$ cat src/rtl/pwm_reg_pkg.sv
// Shared constants, FSM encodings and write payload for the PWM register controller.
// Build option: define PWM_SHADOW_EN for double-buffered (shadow/active) registers.
package pwm_reg_pkg;

    localparam int unsigned ADDR_W       = 4;
    localparam int unsigned DATA_W       = 8;
    localparam int unsigned NREG_DEFAULT = 8;

    localparam logic [ADDR_W-1:0] CTRL_ADDR    = 4'hF;
    localparam int unsigned       CTRL_UPD_BIT = 0;

    // Update sequencer: wait for arm, wait for period boundary, copy for one cycle.
    typedef enum logic [1:0] {
        UPD_IDLE  = 2'd0,
        UPD_ARMED = 2'd1,
        UPD_COPY  = 2'd2
    } upd_state_t;

    // Single bank write after arbitration.
    typedef struct packed {
        logic [ADDR_W-1:0] addr;
        logic [DATA_W-1:0] data;
    } reg_wr_t;

endpackage

$ cat src/rtl/pwm_reg_if.sv
// Register-port bundle: SPI slave write/read port plus internal hardware-update port.
interface pwm_reg_if;
    import pwm_reg_pkg::*;

    logic [ADDR_W-1:0] spi_addr;
    logic [DATA_W-1:0] spi_data;
    logic              spi_wr_en;
    logic [DATA_W-1:0] spi_rd_data;
    logic              hw_req;
    logic [ADDR_W-1:0] hw_addr;
    logic [DATA_W-1:0] hw_data;
    logic              hw_gnt;

    modport master (
        output spi_addr, spi_data, spi_wr_en, hw_req, hw_addr, hw_data,
        input  spi_rd_data, hw_gnt
    );

    modport slave (
        input  spi_addr, spi_data, spi_wr_en, hw_req, hw_addr, hw_data,
        output spi_rd_data, hw_gnt
    );

endinterface

$ cat src/rtl/pwm_shadow_bank.sv
// PWM configuration storage: single write port, shadow-to-active copy strobe, read mux.
// Build option: PWM_SHADOW_EN adds the shadow layer; without it writes go straight to active.
module pwm_shadow_bank
    import pwm_reg_pkg::*;
#(
    parameter int unsigned NREG = NREG_DEFAULT
) (
    input  logic                   clk,
    input  logic                   rst_n,
    input  logic                   wr_en,
    input  reg_wr_t                wr,
    input  logic                   copy,
    input  logic [ADDR_W-1:0]      rd_addr,
    output logic [DATA_W-1:0]      rd_data,
    output logic [DATA_W*NREG-1:0] active_regs
);

    logic [DATA_W-1:0] active_q [NREG];

`ifdef PWM_SHADOW_EN
    logic [DATA_W-1:0] shadow_q [NREG];

    // Shadow takes bus writes; unmapped addresses match no entry and are dropped.
    always_ff @(posedge clk) begin
        if (!rst_n) begin
            for (int i = 0; i < int'(NREG); i++) shadow_q[i] <= '0;
        end else begin
            for (int i = 0; i < int'(NREG); i++) begin
                if (wr_en && (wr.addr == ADDR_W'(i))) shadow_q[i] <= wr.data;
            end
        end
    end

    // Active takes the pre-write shadow image on the copy strobe.
    always_ff @(posedge clk) begin
        if (!rst_n) begin
            for (int i = 0; i < int'(NREG); i++) active_q[i] <= '0;
        end else if (copy) begin
            for (int i = 0; i < int'(NREG); i++) active_q[i] <= shadow_q[i];
        end
    end

    // Reads return the shadow (programmed) value.
    always_comb begin
        rd_data = '0;
        for (int i = 0; i < int'(NREG); i++) begin
            if (rd_addr == ADDR_W'(i)) rd_data = shadow_q[i];
        end
    end
`else
    logic unused_copy;
    assign unused_copy = copy;

    // Without shadowing, bus writes land directly in the active registers.
    always_ff @(posedge clk) begin
        if (!rst_n) begin
            for (int i = 0; i < int'(NREG); i++) active_q[i] <= '0;
        end else begin
            for (int i = 0; i < int'(NREG); i++) begin
                if (wr_en && (wr.addr == ADDR_W'(i))) active_q[i] <= wr.data;
            end
        end
    end

    // Reads return the active value.
    always_comb begin
        rd_data = '0;
        for (int i = 0; i < int'(NREG); i++) begin
            if (rd_addr == ADDR_W'(i)) rd_data = active_q[i];
        end
    end
`endif

    // Flatten active registers for the PWM datapath.
    always_comb begin
        active_regs = '0;
        for (int i = 0; i < int'(NREG); i++) begin
            active_regs[DATA_W*i +: DATA_W] = active_q[i];
        end
    end

endmodule

$ cat src/rtl/pwm_reg_ctrl.sv
// Register-bank controller: SPI edge detect, SPI-priority write arbiter, period-aligned update FSM.
// Build option: PWM_SHADOW_EN enables shadow registers and the CTRL-armed update sequencer.
module pwm_reg_ctrl
    import pwm_reg_pkg::*;
#(
    parameter int unsigned NREG = NREG_DEFAULT
) (
    input  logic                   clk,
    input  logic                   rst_n,
    pwm_reg_if.slave               bus,
    input  logic                   period_end,
    output logic [DATA_W*NREG-1:0] active_regs,
    output logic                   busy
);

    logic              spi_wr_q;
    logic              spi_evt;
    logic              wr_en;
    reg_wr_t           wr;
    logic              copy;
    logic              pending;
    logic [DATA_W-1:0] bank_rd;

    // Previous write-enable level; resets high so a level held through reset is not an edge.
    always_ff @(posedge clk) begin
        if (!rst_n) spi_wr_q <= 1'b1;
        else        spi_wr_q <= bus.spi_wr_en;
    end

    // One bank write per cycle; an SPI event wins and the hw port waits.
    always_comb begin
        spi_evt    = bus.spi_wr_en && !spi_wr_q;
        bus.hw_gnt = bus.hw_req && !spi_evt;
        wr_en      = spi_evt || bus.hw_req;
        wr         = '{addr: bus.hw_addr, data: bus.hw_data};
        if (spi_evt) wr = '{addr: bus.spi_addr, data: bus.spi_data};
    end

`ifdef PWM_SHADOW_EN
    upd_state_t state_q;
    upd_state_t state_d;
    logic       ctrl_arm;

    assign ctrl_arm = spi_evt && (bus.spi_addr == CTRL_ADDR) && bus.spi_data[CTRL_UPD_BIT];

    // Update FSM state register; busy is registered alongside it.
    always_ff @(posedge clk) begin
        if (!rst_n) begin
            state_q <= UPD_IDLE;
            busy    <= 1'b0;
        end else begin
            state_q <= state_d;
            busy    <= (state_d == UPD_COPY);
        end
    end

    // Arm from CTRL, wait for period wrap, copy for exactly one cycle.
    always_comb begin
        state_d = state_q;
        copy    = 1'b0;
        pending = 1'b1;
        case (state_q)
            UPD_IDLE: begin
                pending = 1'b0;
                if (ctrl_arm) state_d = UPD_ARMED;
            end
            UPD_ARMED: begin
                if (period_end) state_d = UPD_COPY;
            end
            UPD_COPY: begin
                copy    = 1'b1;
                state_d = UPD_IDLE;
            end
            default: begin
                pending = 1'b0;
                state_d = UPD_IDLE;
            end
        endcase
    end
`else
    logic unused_period_end;
    assign unused_period_end = period_end;
    assign copy              = 1'b0;
    assign pending           = 1'b0;
    assign busy              = 1'b0;
`endif

    pwm_shadow_bank #(.NREG(NREG)) u_bank (
        .clk         (clk),
        .rst_n       (rst_n),
        .wr_en       (wr_en),
        .wr          (wr),
        .copy        (copy),
        .rd_addr     (bus.spi_addr),
        .rd_data     (bank_rd),
        .active_regs (active_regs)
    );

    // CTRL reads back the pending flag; everything else comes from the bank.
    always_comb begin
        bus.spi_rd_data = bank_rd;
        if (bus.spi_addr == CTRL_ADDR) bus.spi_rd_data = {{(DATA_W-1){1'b0}}, pending};
    end

endmodule

$ cat src/flat_wrapper.sv
// flat-port wrapper written by rule: the top's interface ports become plain ports
module pwm_reg_ctrl_flat import pwm_reg_pkg::*;
#(
    parameter int unsigned NREG = NREG_DEFAULT
)
  (clk, rst_n, period_end, active_regs, busy, bus_spi_addr, bus_spi_data, bus_spi_wr_en, bus_hw_req, bus_hw_addr, bus_hw_data, bus_spi_rd_data, bus_hw_gnt);
  pwm_reg_if bus_i ();
  input  logic clk;
  input  logic rst_n;
  input  logic period_end;
  output logic [DATA_W*NREG-1:0] active_regs;
  output logic busy;
  input wire logic [$bits(bus_i.spi_addr)-1:0] bus_spi_addr;
  input wire logic [$bits(bus_i.spi_data)-1:0] bus_spi_data;
  input wire logic [$bits(bus_i.spi_wr_en)-1:0] bus_spi_wr_en;
  input wire logic [$bits(bus_i.hw_req)-1:0] bus_hw_req;
  input wire logic [$bits(bus_i.hw_addr)-1:0] bus_hw_addr;
  input wire logic [$bits(bus_i.hw_data)-1:0] bus_hw_data;
  output wire logic [$bits(bus_i.spi_rd_data)-1:0] bus_spi_rd_data;
  output wire logic [$bits(bus_i.hw_gnt)-1:0] bus_hw_gnt;
  assign bus_i.spi_addr = bus_spi_addr;
  assign bus_i.spi_data = bus_spi_data;
  assign bus_i.spi_wr_en = bus_spi_wr_en;
  assign bus_i.hw_req = bus_hw_req;
  assign bus_i.hw_addr = bus_hw_addr;
  assign bus_i.hw_data = bus_hw_data;
  assign bus_spi_rd_data = bus_i.spi_rd_data;
  assign bus_hw_gnt = bus_i.hw_gnt;
  pwm_reg_ctrl #(.NREG(NREG)) u_core (.clk(clk), .rst_n(rst_n), .bus(bus_i), .period_end(period_end), .active_regs(active_regs), .busy(busy));
endmodule
$ cat config.mk
export PLATFORM = sky130hd
export DESIGN_NAME = pwm_reg_ctrl_flat
export DESIGN_NICKNAME = d
export VERILOG_FILES = /design/src/rtl/pwm_reg_pkg.sv /design/src/rtl/pwm_reg_if.sv /design/src/rtl/pwm_shadow_bank.sv /design/src/rtl/pwm_reg_ctrl.sv /design/src/flat_wrapper.sv
export SDC_FILE = /design/constraint.sdc
export NUM_CORES = 1
export LEC_CHECK = 0
export ABC_AREA = 1
export BUFFER_PORTS_ARGS = -buffer_cell sky130_fd_sc_hd__buf_2
export CORE_MARGIN = 2
export CORE_UTILIZATION = 50
export CTS_CLUSTER_DIAMETER = 60
export DETAILED_ROUTE_END_ITERATION = 10
export GPL_TIMING_DRIVEN = 0
export PLACE_DENSITY_LB_ADDON = 0.05
export SETUP_SLACK_MARGIN = 0.3
export SLEW_MARGIN = 5
export SYNTH_ARGS = -nofsm -noshare
export SYNTH_HDL_FRONTEND = slang
export SYNTH_SLANG_ARGS = --single-unit
$ cat constraint.sdc
create_clock -name clk -period 2.3 [get_ports clk]
set_clock_uncertainty 0.15 [all_clocks]
set_input_delay 0.345 -clock clk [delete_from_list [all_inputs] [get_ports clk]]
set_output_delay 0.345 -clock clk [all_outputs]
set_load 0.01 [all_outputs]
After elaboration in Yosys (flattened, before gate mapping)

Memory sizes are Yosys's and may differ from the RTL's.
Cells that the tools add are included.
W data, S select, Z words.

Flip-flop bits (word level): 1
Latch bits: 0
Bits in writable memories: 64
Bits in read-only memories: 0
Output and inout port bits: 74
Word-level logic and storage cells: 83
Memories: 1

Add/sub/neg operators: 0
$mul: 0
Divide/modulo/power cells: 0
$lt $le $gt $ge: 0
Eq/ne operators: 15
Shift operators: 0
Mux-type cells: 43
Bitwise logic cells: 8
Reductions and logical operators: 15

Memory list:

| name                   | depth | bits a word | read ports | clocked after Yosys merged registers in | write ports | line                  | source |
|---|---|---|---|---|---|---|---|
| u_core.u_bank.active_q | 8     | 8           | 8          | 0                                       | 8           | pwm_shadow_bank.sv:18 | `logic [DATA_W-1:0] active_q [NREG];` |

Operators by type and width:

| cell                 | count |
|---|---|
| $mux W8              | 17 |
| $eq A4 B3 Y1 const B | 8 |
| $mux W1              | 25 |
| $eq A4 B2 Y1 const B | 4 |
| $mux W12             | 1 |
| $logic_and A1 B1 Y1  | 10 |
| $eq A4 B1 Y1 const B | 2 |
| $logic_not A4 Y1     | 2 |
| $or A1 B1 Y1         | 8 |
| $eq A4 B4 Y1 const B | 1 |
| $logic_not A1 Y1     | 2 |
| $logic_or A1 B1 Y1   | 1 |

Logic depth before layout (Yosys ltp)

Gate-level depths: netlist of run 1.

Word-level depth: 10
Depth in mapped cells: 10
Gate-level depth less buffers: 8

Modules after synthesis

A second synthesis of run 1 with hierarchy kept.

Cells, all modules: 353
Area, all modules: 3238.1 sq um

Modules (own cells, without submodules):

| module          | instances | cells each | area each (sq um) |
|---|---|---|---|
| pwm_shadow_bank | 1         | 285        | 2929.1 |
| pwm_reg_ctrl    | 1         | 68         | 309.0 |

Worst setup path before layout of run 1

OpenSTA, ideal clock, no wires.

Path type: in2reg
From: in bus_spi_wr_en
To: mem u_core.u_bank.active_q[2][0], in the netlist u_core.u_bank.active_q[0][16] (enable)
Library setup time: 0.329 ns
Arrival time: 1.372 ns
Path slack: 0.449 ns
Stages: 9
Path buffers: 1
Cells stage by stage: inv_2 > nor2_4 > inv_2 > buf_6 > nand2_2 > o211ai_4 > nor2_8 > nand3_4 > nand2_1

RTL lines:

| element         | line                  | source |
|---|---|---|
| start, declared | flat_wrapper.sv:15    | `input wire logic [$bits(bus_i.spi_wr_en)-1:0] bus_spi_wr_en;` |
| end, declared   | pwm_shadow_bank.sv:18 |  |

Final worst setup path of run 1

From: in bus_spi_addr[2]
To: out bus_spi_rd_data[5]

Cells in the longest elaborated chain, start to end: 10
Elaborated cells on any way between the ends: 18
Those cells by class: eq/ne (8); mux (9); reduce/logical (1)

RTL lines:

| element               | line                  | source |
|---|---|---|
| start, declared       | flat_wrapper.sv:13    | `input wire logic [$bits(bus_i.spi_addr)-1:0] bus_spi_addr;` |
| $logic_not A4 Y1      | pwm_shadow_bank.sv:69 | `if (rd_addr == ADDR_W'(i)) rd_data = active_q[i];` |
| $mux W8 (8 in series) | pwm_shadow_bank.sv:69 |  |
| $mux W8 *             | pwm_reg_ctrl.sv:102   | `if (bus.spi_addr == CTRL_ADDR) bus.spi_rd_data = {{(DATA_W-1){1'b0}}, pending};` |
| end, declared         | flat_wrapper.sv:19    | `output wire logic [$bits(bus_i.spi_rd_data)-1:0] bus_spi_rd_data;` |

Mark *: on every way between the ends. The rest lies on a longest branch, timed or not.

==> flow_metrics.env, run 1 <==
export IMPL_run_status="finished, final reports clean"
export IMPL_dpl_cell_area_um2=3800
export IMPL_crit_type="primary input to primary output"
export IMPL_crit_required_ps=1800
export IMPL_clk_latency_ps=330
export IMPL_grtUsageTotal=0.240
export IMPL_finalCriticalPeriod_ps=1980
export IMPL_hp_class="primary input to flip-flop"
export IMPL_finalSetupViolCount=0
export IMPL_routedWlPerCell_um=15.5
export IMPL_cp_end_kind="primary output"
export IMPL_synth_seq_cells=65
export IMPL_diodes=0
export IMPL_drt_iter0_markers=172
export IMPL_yosysSeqAreaShare=0.604
export IMPL_port_buffers=97
export IMPL_clock_sinks=65
export IMPL_fin_crit_sh=0.862
export IMPL_io_pins=103
export IMPL_grt_pass1_vias=2560
export IMPL_rows=29
export IMPL_cts_hold_buf=0
export IMPL_critPathArrivalTime_ps=1490
export IMPL_synth_distinct_cells=30
export IMPL_grt_pass1_wl_mm=12.8
export IMPL_drc=0
export IMPL_mostFrequentLayoutCell="buf_2"
export IMPL_power_density_nw_per_um2=643
export IMPL_clk_pin_slew_ps=60
export IMPL_drtPass1Iterations=5
export IMPL_cts_tree="done"
export IMPL_coreArea_um2=6280
export IMPL_drv_cap=0
export IMPL_final_cell_mix="96 x buf_2, 66 x nand2_1, 64 x edfxtp_1, 63 x nor2_1, 32 x nand3_1"
export IMPL_cp_top_family="simple AND/OR/NAND/NOR gates"
export IMPL_grt_max_degree=11
export IMPL_worst_pin_slew_ps=922
export IMPL_die_h_um=84.2
export IMPL_vias_per_cell=5.14
export IMPL_cts_made_buffers=9
export IMPL_crit_chain="buf_4 > nor2_4 > nand3_2 > inv_1 > nand2_1 > nand3_1 > nand2_1 > a21oi_1 > buf_2"
export IMPL_drv_slew=0
export IMPL_path_max_fanout=7
export IMPL_avgSynthCellArea_um2=9.57
export IMPL_syn_nets=365
export IMPL_finalNetCount=487
export IMPL_routabilityCongestion=0.890
export IMPL_start_util=0.512
export IMPL_syn_cell_area_um2=3210
export IMPL_vias=2763
export IMPL_cp_slowest_cell="nand3_2"
export IMPL_clock_root_buffer="clkbuf_8"
export IMPL_syn_to_final_growth_pct=33.7
export IMPL_antenna_found_initial=0
export IMPL_max_stage_delay_ps=200
export IMPL_crit_path_start_kind="primary input"
export IMPL_rsz0062_at_grt="yes"
export IMPL_clockBufferDepth=2
export IMPL_path_buf_inv=3
export IMPL_synth_warning_count=0
export IMPL_max_vdd_ir_drop_v=0.000417
export IMPL_tns_ps=0
export IMPL_die_area_um2=7090
export IMPL_hold_viol_final=0
export IMPL_die_x_um=84.2
export IMPL_drive_above_1_share=0.395
export IMPL_syn_inst=336
export IMPL_final_cell_area_um2=4300
export IMPL_slew_headroom=0.386
export IMPL_power_leakage_nw=2.03
export IMPL_max_freq_ghz=0.504
export IMPL_overflow=0
export IMPL_wl_mm=8.36
export IMPL_ant_nets=0
export IMPL_crit_top_cell="nand2_1"
export IMPL_htree_levels=3
export IMPL_dp_hpwl_mm=6.01
-- metal layers --
| layer | GRT usage | vias up | share of wire |
|---|---|---|---|
| li1 | - | 1354 | - |
| met1 | 0.318 | 1256 | 0.40 |
| met2 | 0.399 | 138 | 0.50 |
| met3 | 0.0324 | 15 | 0.089 |
| met4 | 0.106 | 0 | 0.019 |
| met5 | 0 | - | 0 |
-- synth_stat cells --
cell      instances  share of area
nand2_1          75          0.088
nor2_1           70          0.082
edfxtp_1         64           0.60
nand3_1          34          0.053
inv_1            33          0.039
a31oi_1           6          0.012
nand4_1           6          0.012
nand2_2           5         0.0097
or2_2             5         0.0097
buf_2             4         0.0062
inv_2             4         0.0047
a21oi_1           3         0.0047
nor2_2            3         0.0058
nor2_4            3          0.011
buf_4             2         0.0047
clkbuf_1          2         0.0023
nand3_4           2          0.011
o21ai_2           2         0.0055
or2_1             2         0.0039
buf_6             1         0.0035
clkbuf_2          1         0.0016
conb_1            1         0.0012
dfxtp_1           1         0.0062
nor2_8            1         0.0062
nor3_1            1         0.0016
nor3_2            1         0.0031
o211ai_1          1         0.0023
o211ai_4          1         0.0066
o21ai_4           1         0.0051
or2_0             1         0.0019
-- final cells by class --
class,count,area [um2]
well taps,77,96.3
repair buffers,111,629
plain buffers,10,83.8
inverters,37,146
multi-input cells,224,1200
clock buffers,9,124
flip-flops and latches,65,1940
fillers,503,1980
clock inverters,5,72.6
-- worst reg2reg max path: cells and delay by family (launching register included) --
family	cells	cell delay [ps]
compound gates	1	120
flops	1	320
simple gates	5	780
buf+inv	2	230
-- kinds of logic (layout without fill, tap and decap cells) --
kind of cell	after synthesis	count (layout)	synth area share
AOI/OAI and AO/OA	14	14	0.0358
other	1	1	0.00117
buffers and inverters	47	172	0.0615
DFF	65	65	0.604
and+or+nand+nor	209	209	0.297
-- per-stage QoR --
stage               hold WS (ps)  instances  setup WS [ps]  power [W]  utilization
CTS                         44.5        528            289    0.00274        0.655
finish                      56.2        538            317    0.00276        0.685
global placement             392        510           3.41    0.00174        0.605
detailed placement           398        510          -17.2    0.00174        0.605
floorplan                    292        336            449    0.00160            -
global route                62.5        538            183    0.00285        0.685
-- report_power, final --
part           switching (W)  total (W)  leakage (nW)  internal [W]
logic               0.000244   0.000381          1.24      0.000138
registers          0.0000273    0.00139         0.689       0.00136
clock network       0.000407   0.000996         0.100      0.000589
-- final timing paths --
kind,startpoint,to,slack (ps),cells past startpoint
max reg2reg,u_core.spi_wr_q,u_core.u_bank.active_q[0][24],390,8
max,bus_spi_addr[2],bus_spi_rd_data[5],320,9
min,bus_spi_wr_en,u_core.spi_wr_q,60,3
min reg2reg,u_core.spi_wr_q,u_core.u_bank.active_q[0][18],820,5
-- flip-flops by register name, indices dropped and copies added (netlist names) --
name                    count
u_core.u_bank.active_q     64
u_core.spi_wr_q             1
-- what timing repair did --
item	in CTS	in global routing
endpoints found under the setup margin	64	50
pin swaps	3	8
buffers inserted	4	9
gates cloned	0	1
gates resized for setup	26	28
No activity file was read; power rests on OpenSTA's default activity.
==> run 2: changes to the inputs <==
==> constraint.sdc (replaced) <==
create_clock -name clk -period 2.3 [get_ports clk]
set_clock_uncertainty 0.15 [all_clocks]
set_input_delay 0.115 -clock clk [delete_from_list [all_inputs] [get_ports clk]]
set_output_delay 0.115 -clock clk [all_outputs]
set_load 0.01 [all_outputs]
==> run 2 against run 1 <==
Sequential share of layout area is 2.4 points higher. Critical path depth is 2 lower. Count of clock-buffer cells in the layout stayed put. Die area stayed put. Final area is 5.1% lower. Hold slack better by 160 ps. Highest routed layer unchanged. Register-to-register slack hardly changed. Via count is 4.0% lower. Clock power is 0.4% lower. Largest cell class unchanged. Final cell count is 2.0% lower. Maximum frequency is 4.1% higher. Critical endpoint is now u_core.u_bank.active_q[0][3].
==> flow_metrics.env, run 2 (synthesized netlist as in run 1, its figures left out) <==
export IMPL_coreArea_um2=6280
export IMPL_crit_type="flip-flop to flip-flop"
export IMPL_routabilityCongestion=0.890
export IMPL_finalSetupViolCount=0
export IMPL_drtPass1Iterations=4
export IMPL_drv_cap=0
export IMPL_diodes=0
export IMPL_final_cell_mix="101 x buf_2, 68 x nor2_1, 67 x nand2_1, 64 x edfxtp_1, 34 x nand3_1"
export IMPL_worst_pin_slew_ps=899
export IMPL_vias_per_cell=5.03
export IMPL_whs_endpoint="u_core.u_bank.active_q[1][29]"
export IMPL_start_util=0.512
export IMPL_path_max_fanout=9
export IMPL_fillers=528
export IMPL_critPathArrivalTime_ps=1780
export IMPL_cp_end_kind="flip-flop"
export IMPL_rsz0062_at_grt="yes"
export IMPL_r2r_cells=7
export IMPL_clockBufferDepth=2
export IMPL_multi_input_area_um2=1120
export IMPL_htree_levels=3
export IMPL_port_buffers=97
export IMPL_met2_length_mm=4.02
export IMPL_grtUsageTotal=0.237
export IMPL_clock_root_buffer="clkbuf_8"
export IMPL_wl_met3_um=532
export IMPL_grt_pass1_wl_mm=12.6
export IMPL_top_layer="met4"
export IMPL_clk_pin_slew_ps=70
export IMPL_finalNetCount=476
export IMPL_dp_hpwl_mm=6.01
export IMPL_cts_made_buffers=9
export IMPL_die_h_um=84.2
export IMPL_drv_slew=0
export IMPL_overflow=0
export IMPL_cts_tree="done"
export IMPL_power_leakage_nw=1.93
export IMPL_drt_iter0_markers=144
export IMPL_top_register="u_core.u_bank.active_q"
export IMPL_routedWlPerCell_um=15.2
export IMPL_run_status="finished, final reports clean"
export IMPL_met1_length_mm=3.34
export IMPL_register_area_um2=1940
export IMPL_r2r_slack_ps=400
export IMPL_rows=29
export IMPL_finalCriticalPeriod_ps=1900
export IMPL_slew_headroom=0.401
export IMPL_top_regs="u_core.u_bank.active_q: 64 flops, u_core.spi_wr_q: 1 flops"
export IMPL_wl_mm=8.02
export IMPL_tns_ps=0
export IMPL_crit_required_ps=2180
export IMPL_clock_sinks=65
export IMPL_io_pins=103
export IMPL_largest_reg_flops=64
export IMPL_final_util=0.650
export IMPL_hold_start="bus_spi_data[5]"
export IMPL_mostFrequentLayoutCell="buf_2"
export IMPL_ant_nets=0
export IMPL_r2r_start="u_core.spi_wr_q"
export IMPL_drive_above_1_share=0.349
export IMPL_power_density_nw_per_um2=667
export IMPL_die_area_um2=7090
export IMPL_dp_cells=510
export IMPL_syn_to_final_growth_pct=26.9
export IMPL_fin_cells=527
export IMPL_drc=0
export IMPL_max_vdd_ir_drop_v=0.000419
export IMPL_max_freq_ghz=0.525
export IMPL_vias=2652
export IMPL_hp_class="primary input to flip-flop"
export IMPL_grt_max_degree=11
export IMPL_grt_pass1_vias=2543
export IMPL_clk_latency_ps=330
export IMPL_fin_crit_sh=0.828
export IMPL_hold_viol_final=0
export IMPL_whs_path_depth=5
export IMPL_antenna_found_initial=0
export IMPL_die_x_um=84.2
export IMPL_crit_reg2reg_capture="u_core.u_bank.active_q[0][3]"
export IMPL_crit_path_start_kind="flip-flop"
[run 2: changes by cell type in the layout (fill, tap and decap cells not counted), moves of 3 or more]
cell	before	now
buf_4	16	3
buf_2	96	101
nor2_1	63	68
nor2_4	8	3
inv_1	29	33
buf_6	4	1
[run 2: area by class of cell]
type | instances | area share
multi-input cells | 224 | 0.276
well taps | 77 | 0.0236
flip-flops and latches | 65 | 0.476
repair buffers | 100 | 0.128
inverters | 37 | 0.0340
clock inverters | 5 | 0.0178
clock buffers | 9 | 0.0304
plain buffers | 10 | 0.0144
[run 2: worst max-delay path by stage]
stage,cells after the start,slack (ps),endpoint,start
2_1_floorplan,8,490,u_core.u_bank.active_q[0][16],u_core.spi_wr_q
4_1_cts,8,300,u_core.u_bank.active_q[1][23],u_core.spi_wr_q
5_1_grt,8,290,u_core.u_bank.active_q[0][24],u_core.spi_wr_q
3_5_place_dp,8,200,u_core.u_bank.active_q[0][9],u_core.spi_wr_q
6_report,7,400,u_core.u_bank.active_q[0][3],u_core.spi_wr_q
3_3_place_gp,8,210,u_core.u_bank.active_q[0][9],u_core.spi_wr_q
[run 2: critical path, cell delays in order, from the launching register on]
cell	delay (ps)
dfxtp_1	330
nor2_4	150
inv_2	80
o21ai_2	260
inv_2	110
nor2_2	170
nand2_2	180
nand2_4	180
[run 2: what timing repair did]
item,in CTS,in global routing
buffers inserted,0,2
resized for setup,7,8
hold endpoints to repair,1,0
endpoints found under the setup margin,56,44
hold buffers,1,0
[run 2: power by group]
group / switching [W] / total, W / internal (W)
Combinational: 0.000228 / 0.000342 / 0.000114
Sequential: 0.0000268 / 0.00139 / 0.00136
Clock: 0.000403 / 0.000992 / 0.000589
Total: 0.000658 / 0.00272 / 0.00206
[run 2: per-layer routing]
layer / up-vias / track usage
met4: 0 / 0.114
met5: - / 0
met3: 11 / 0.0354
met1: 1207 / 0.314
met2: 110 / 0.387
li1: 1324 / -
[run 2: through the flow]
stage	setup WS [ps]	hold WS, ps	total power, W	area [um2]
finish	396	216	0.00272	4080
global route	290	253	0.00282	4080
CTS	300	190	0.00272	4020
detailed placement	205	168	0.00174	3800
global placement	214	162	0.00174	3800
floorplan	490	61.8	0.00160	3210
==> run 3: changes to the inputs <==
clock period = 1.87 ns   (was 2.3 ns; I/O delays follow)
==> run 3 against run 2 <==
Clock power increased by 14%. Hold slack worse by 66 ps. Register-to-register slack got worse by 330 ps. Final cell count increased by 5.1%. Global-route usage grew 1.1 points. Total power is 24% higher. First-iteration DRC count is 63% higher. Non-clock buffer count increased by 25. Count of clock-buffer cells in the layout grew 3. Sequential power rose by 23%. Via count up 9.0%. Die area is the same. Critical endpoint is now u_core.u_bank.active_q[1][11]. Largest cell class unchanged. Largest power group unchanged.
==> flow_metrics.env, run 3 (synthesized netlist as in run 1, its figures left out) <==
export IMPL_drv_cap=0
export IMPL_die_area_um2=7090
export IMPL_slew_headroom=0.494
export IMPL_drive_above_1_share=0.453
export IMPL_grt_pass1_wl_mm=13.3
export IMPL_cts_tree="done"
export IMPL_port_buffers=97
export IMPL_clockPowerShare=0.336
export IMPL_use_met3=0.0570
export IMPL_drtPass1Iterations=7
export IMPL_worst_pin_slew_ps=759
export IMPL_coreArea_um2=6280
export IMPL_routabilityCongestion=0.815
export IMPL_p_sw_w=0.000888
export IMPL_gr_usage_met2=0.414
export IMPL_diodes=0
export IMPL_p_comb_frac=0.158
export IMPL_path_buf_inv=3
export IMPL_vias_per_cell=5.22
export IMPL_power_leakage_nw=2.15
export IMPL_finalSetupViolCount=0
export IMPL_fin_crit_sh=0.962
export IMPL_drt_iter0_markers=235
export IMPL_crit_type="flip-flop to flip-flop"
export IMPL_ant_nets=0
export IMPL_grt_pass1_vias=2696
export IMPL_mostFrequentLayoutCell="buf_2"
export IMPL_max_freq_ghz=0.556
export IMPL_r2r_slack_ps=70
export IMPL_critPathArrivalTime_ps=1700
export IMPL_max_stage_delay_ps=330
export IMPL_die_h_um=84.2
export IMPL_power_density_nw_per_um2=731
export IMPL_top_regs="u_core.u_bank.active_q: 64 flops, u_core.spi_wr_q: 1 flops"
export IMPL_p_int_w=0.00248
export IMPL_drc=0
export IMPL_total_power_w=0.00337
export IMPL_p_sw_frac=0.264
export IMPL_r2r_cells=9
export IMPL_clock_root_buffer="clkbuf_8"
export IMPL_die_x_um=84.2
export IMPL_run_status="finished, final reports clean"
export IMPL_htree_levels=3
export IMPL_crit_reg2reg_capture="u_core.u_bank.active_q[1][11]"
export IMPL_clock_sinks=65
export IMPL_largest_reg_flops=64
export IMPL_hold_start="bus_hw_data[7]"
export IMPL_vias=2892
export IMPL_grt_busiest_layer="met2"
export IMPL_crit_path_start_kind="flip-flop"
export IMPL_clockBufferDepth=2
export IMPL_p_seq_frac=0.506
export IMPL_cp_slowest_cell="dfxtp_2"
export IMPL_grt_max_degree=11
export IMPL_r2r_start="u_core.spi_wr_q"
export IMPL_wl_mm=8.78
export IMPL_final_cell_mix="99 x buf_2, 64 x nand2_1, 64 x edfxtp_1, 45 x nor2_1, 31 x inv_1"
export IMPL_top_register="u_core.u_bank.active_q"
export IMPL_io_pins=103
export IMPL_clk_latency_ps=350
export IMPL_cts_made_buffers=9
export IMPL_hp_class="primary input to flip-flop"
export IMPL_max_vdd_ir_drop_v=0.000604
export IMPL_crit_required_ps=1770
export IMPL_rsz0062_at_grt="yes"
export IMPL_clk_pin_slew_ps=70
export IMPL_start_util=0.512
export IMPL_dp_hpwl_mm=6.07
export IMPL_drv_slew=0
export IMPL_grt_met1_usage=0.314
export IMPL_cp_top_family="simple AND/OR/NAND/NOR gates"
export IMPL_routedWlPerCell_um=15.9
export IMPL_tns_ps=0
export IMPL_grtUsageTotal=0.248
export IMPL_crit_chain="nor2_4 > inv_4 > buf_8 > nand2_4 > o211ai_4 > nor2_4 > buf_4 > nand2_4 > nand2_8"
export IMPL_path_max_fanout=8
export IMPL_hold_viol_final=0
export IMPL_whs_endpoint="u_core.u_bank.active_q[1][23]"
export IMPL_hold_ws_ps=150
export IMPL_syn_to_final_growth_pct=43.2
export IMPL_antenna_found_initial=0
export IMPL_overflow=0
export IMPL_whs_path_depth=5
export IMPL_finalCriticalPeriod_ps=1800
export IMPL_fillers=464
export IMPL_cp_end_kind="flip-flop"
export IMPL_rows=29
export IMPL_finalNetCount=501
-- run 3: cell types whose count changed in the layout (fill, tap and decap cells not counted), moves of 3 or more --
cell | previous run | this run
nand3_1 | 34 | 30
nand2_8 | 0 | 5
buf_4 | 3 | 21
nand3_2 | 0 | 3
nand2_2 | 8 | 3
nor2_4 | 3 | 17
nand2_1 | 67 | 64
nor2_2 | 5 | 14
buf_6 | 1 | 5
nand2_4 | 5 | 8
buf_12 | 1 | 5
nor2_1 | 68 | 45
-- run 3: worst register-to-register path, cell delays in order, from the launching register on --
cell and delay (ps):
dfxtp_2 330, nor2_4 140, inv_4 70, buf_8 130
nand2_4 50, o211ai_4 110, nor2_4 170, buf_4 150
nand2_4 80, nand2_8 110
-- run 3: stage by stage --
step / util / cells / cell area [um2] / worst slack [ps]
3_3_place_gp: 0.620 / 510 / 3890 / 29.3
3_5_place_dp: 0.620 / 510 / 3890 / 20.3
6_report: 0.733 / 554 / 4600 / 70.4
5_1_grt: 0.733 / 554 / 4600 / 10.4
4_1_cts: 0.710 / 552 / 4460 / 111
2_1_floorplan: - / 336 / 3310 / 197
-- run 3: final cells by class --
class | count | area [um2] | share of cell area
flip-flops and latches | 65 | 1940 | 0.422
multi-input cells | 224 | 1390 | 0.303
repair buffers | 125 | 779 | 0.169
inverters | 37 | 144 | 0.0313
clock buffers | 12 | 135 | 0.0294
well taps | 77 | 96.3 | 0.0209
plain buffers | 10 | 68.8 | 0.0149
clock inverters | 4 | 43.8 | 0.00951
-- run 3: what timing repair did --
action,in CTS,in global routing
endpoints found under the setup margin,120,136
setup buffers,25,2
hold buffers,1,0
hold endpoints to repair,1,0
resized for setup,32,32
pin swaps,9,3
-- run 3: routing by layer --
metal / share of wire / vias to the layer above
met3: 0.075 / 25
li1: - / 1386
met1: 0.39 / 1350
met2: 0.50 / 131
met4: 0.034 / 0
met5: 0 / -
-- run 3: worst max path at each step --
stage	startpoint	endpoint	slack, ps	depth (start not counted)
2_1_floorplan	u_core.spi_wr_q	u_core.u_bank.active_q[1][16]	200	6
3_3_place_gp	u_core.spi_wr_q	u_core.u_bank.active_q[1][17]	30	6
3_5_place_dp	u_core.spi_wr_q	u_core.u_bank.active_q[1][17]	20	6
4_1_cts	u_core.spi_wr_q	u_core.u_bank.active_q[1][14]	110	9
5_1_grt	u_core.spi_wr_q	u_core.u_bank.active_q[0][11]	10	8
6_report	u_core.spi_wr_q	u_core.u_bank.active_q[1][11]	70	9
-- run 3: power by group through the flow --
stage | sequential [W] | clock (W) | combinational, W
5_1_grt | 0.00171 | 0.00119 | 0.000574
2_1_floorplan | 0.00177 | 0 | 0.000230
3_3_place_gp | 0.00174 | 0 | 0.000417
4_1_cts | 0.00170 | 0.00113 | 0.000499
3_5_place_dp | 0.00174 | 0 | 0.000426
6_report | 0.00171 | 0.00113 | 0.000531
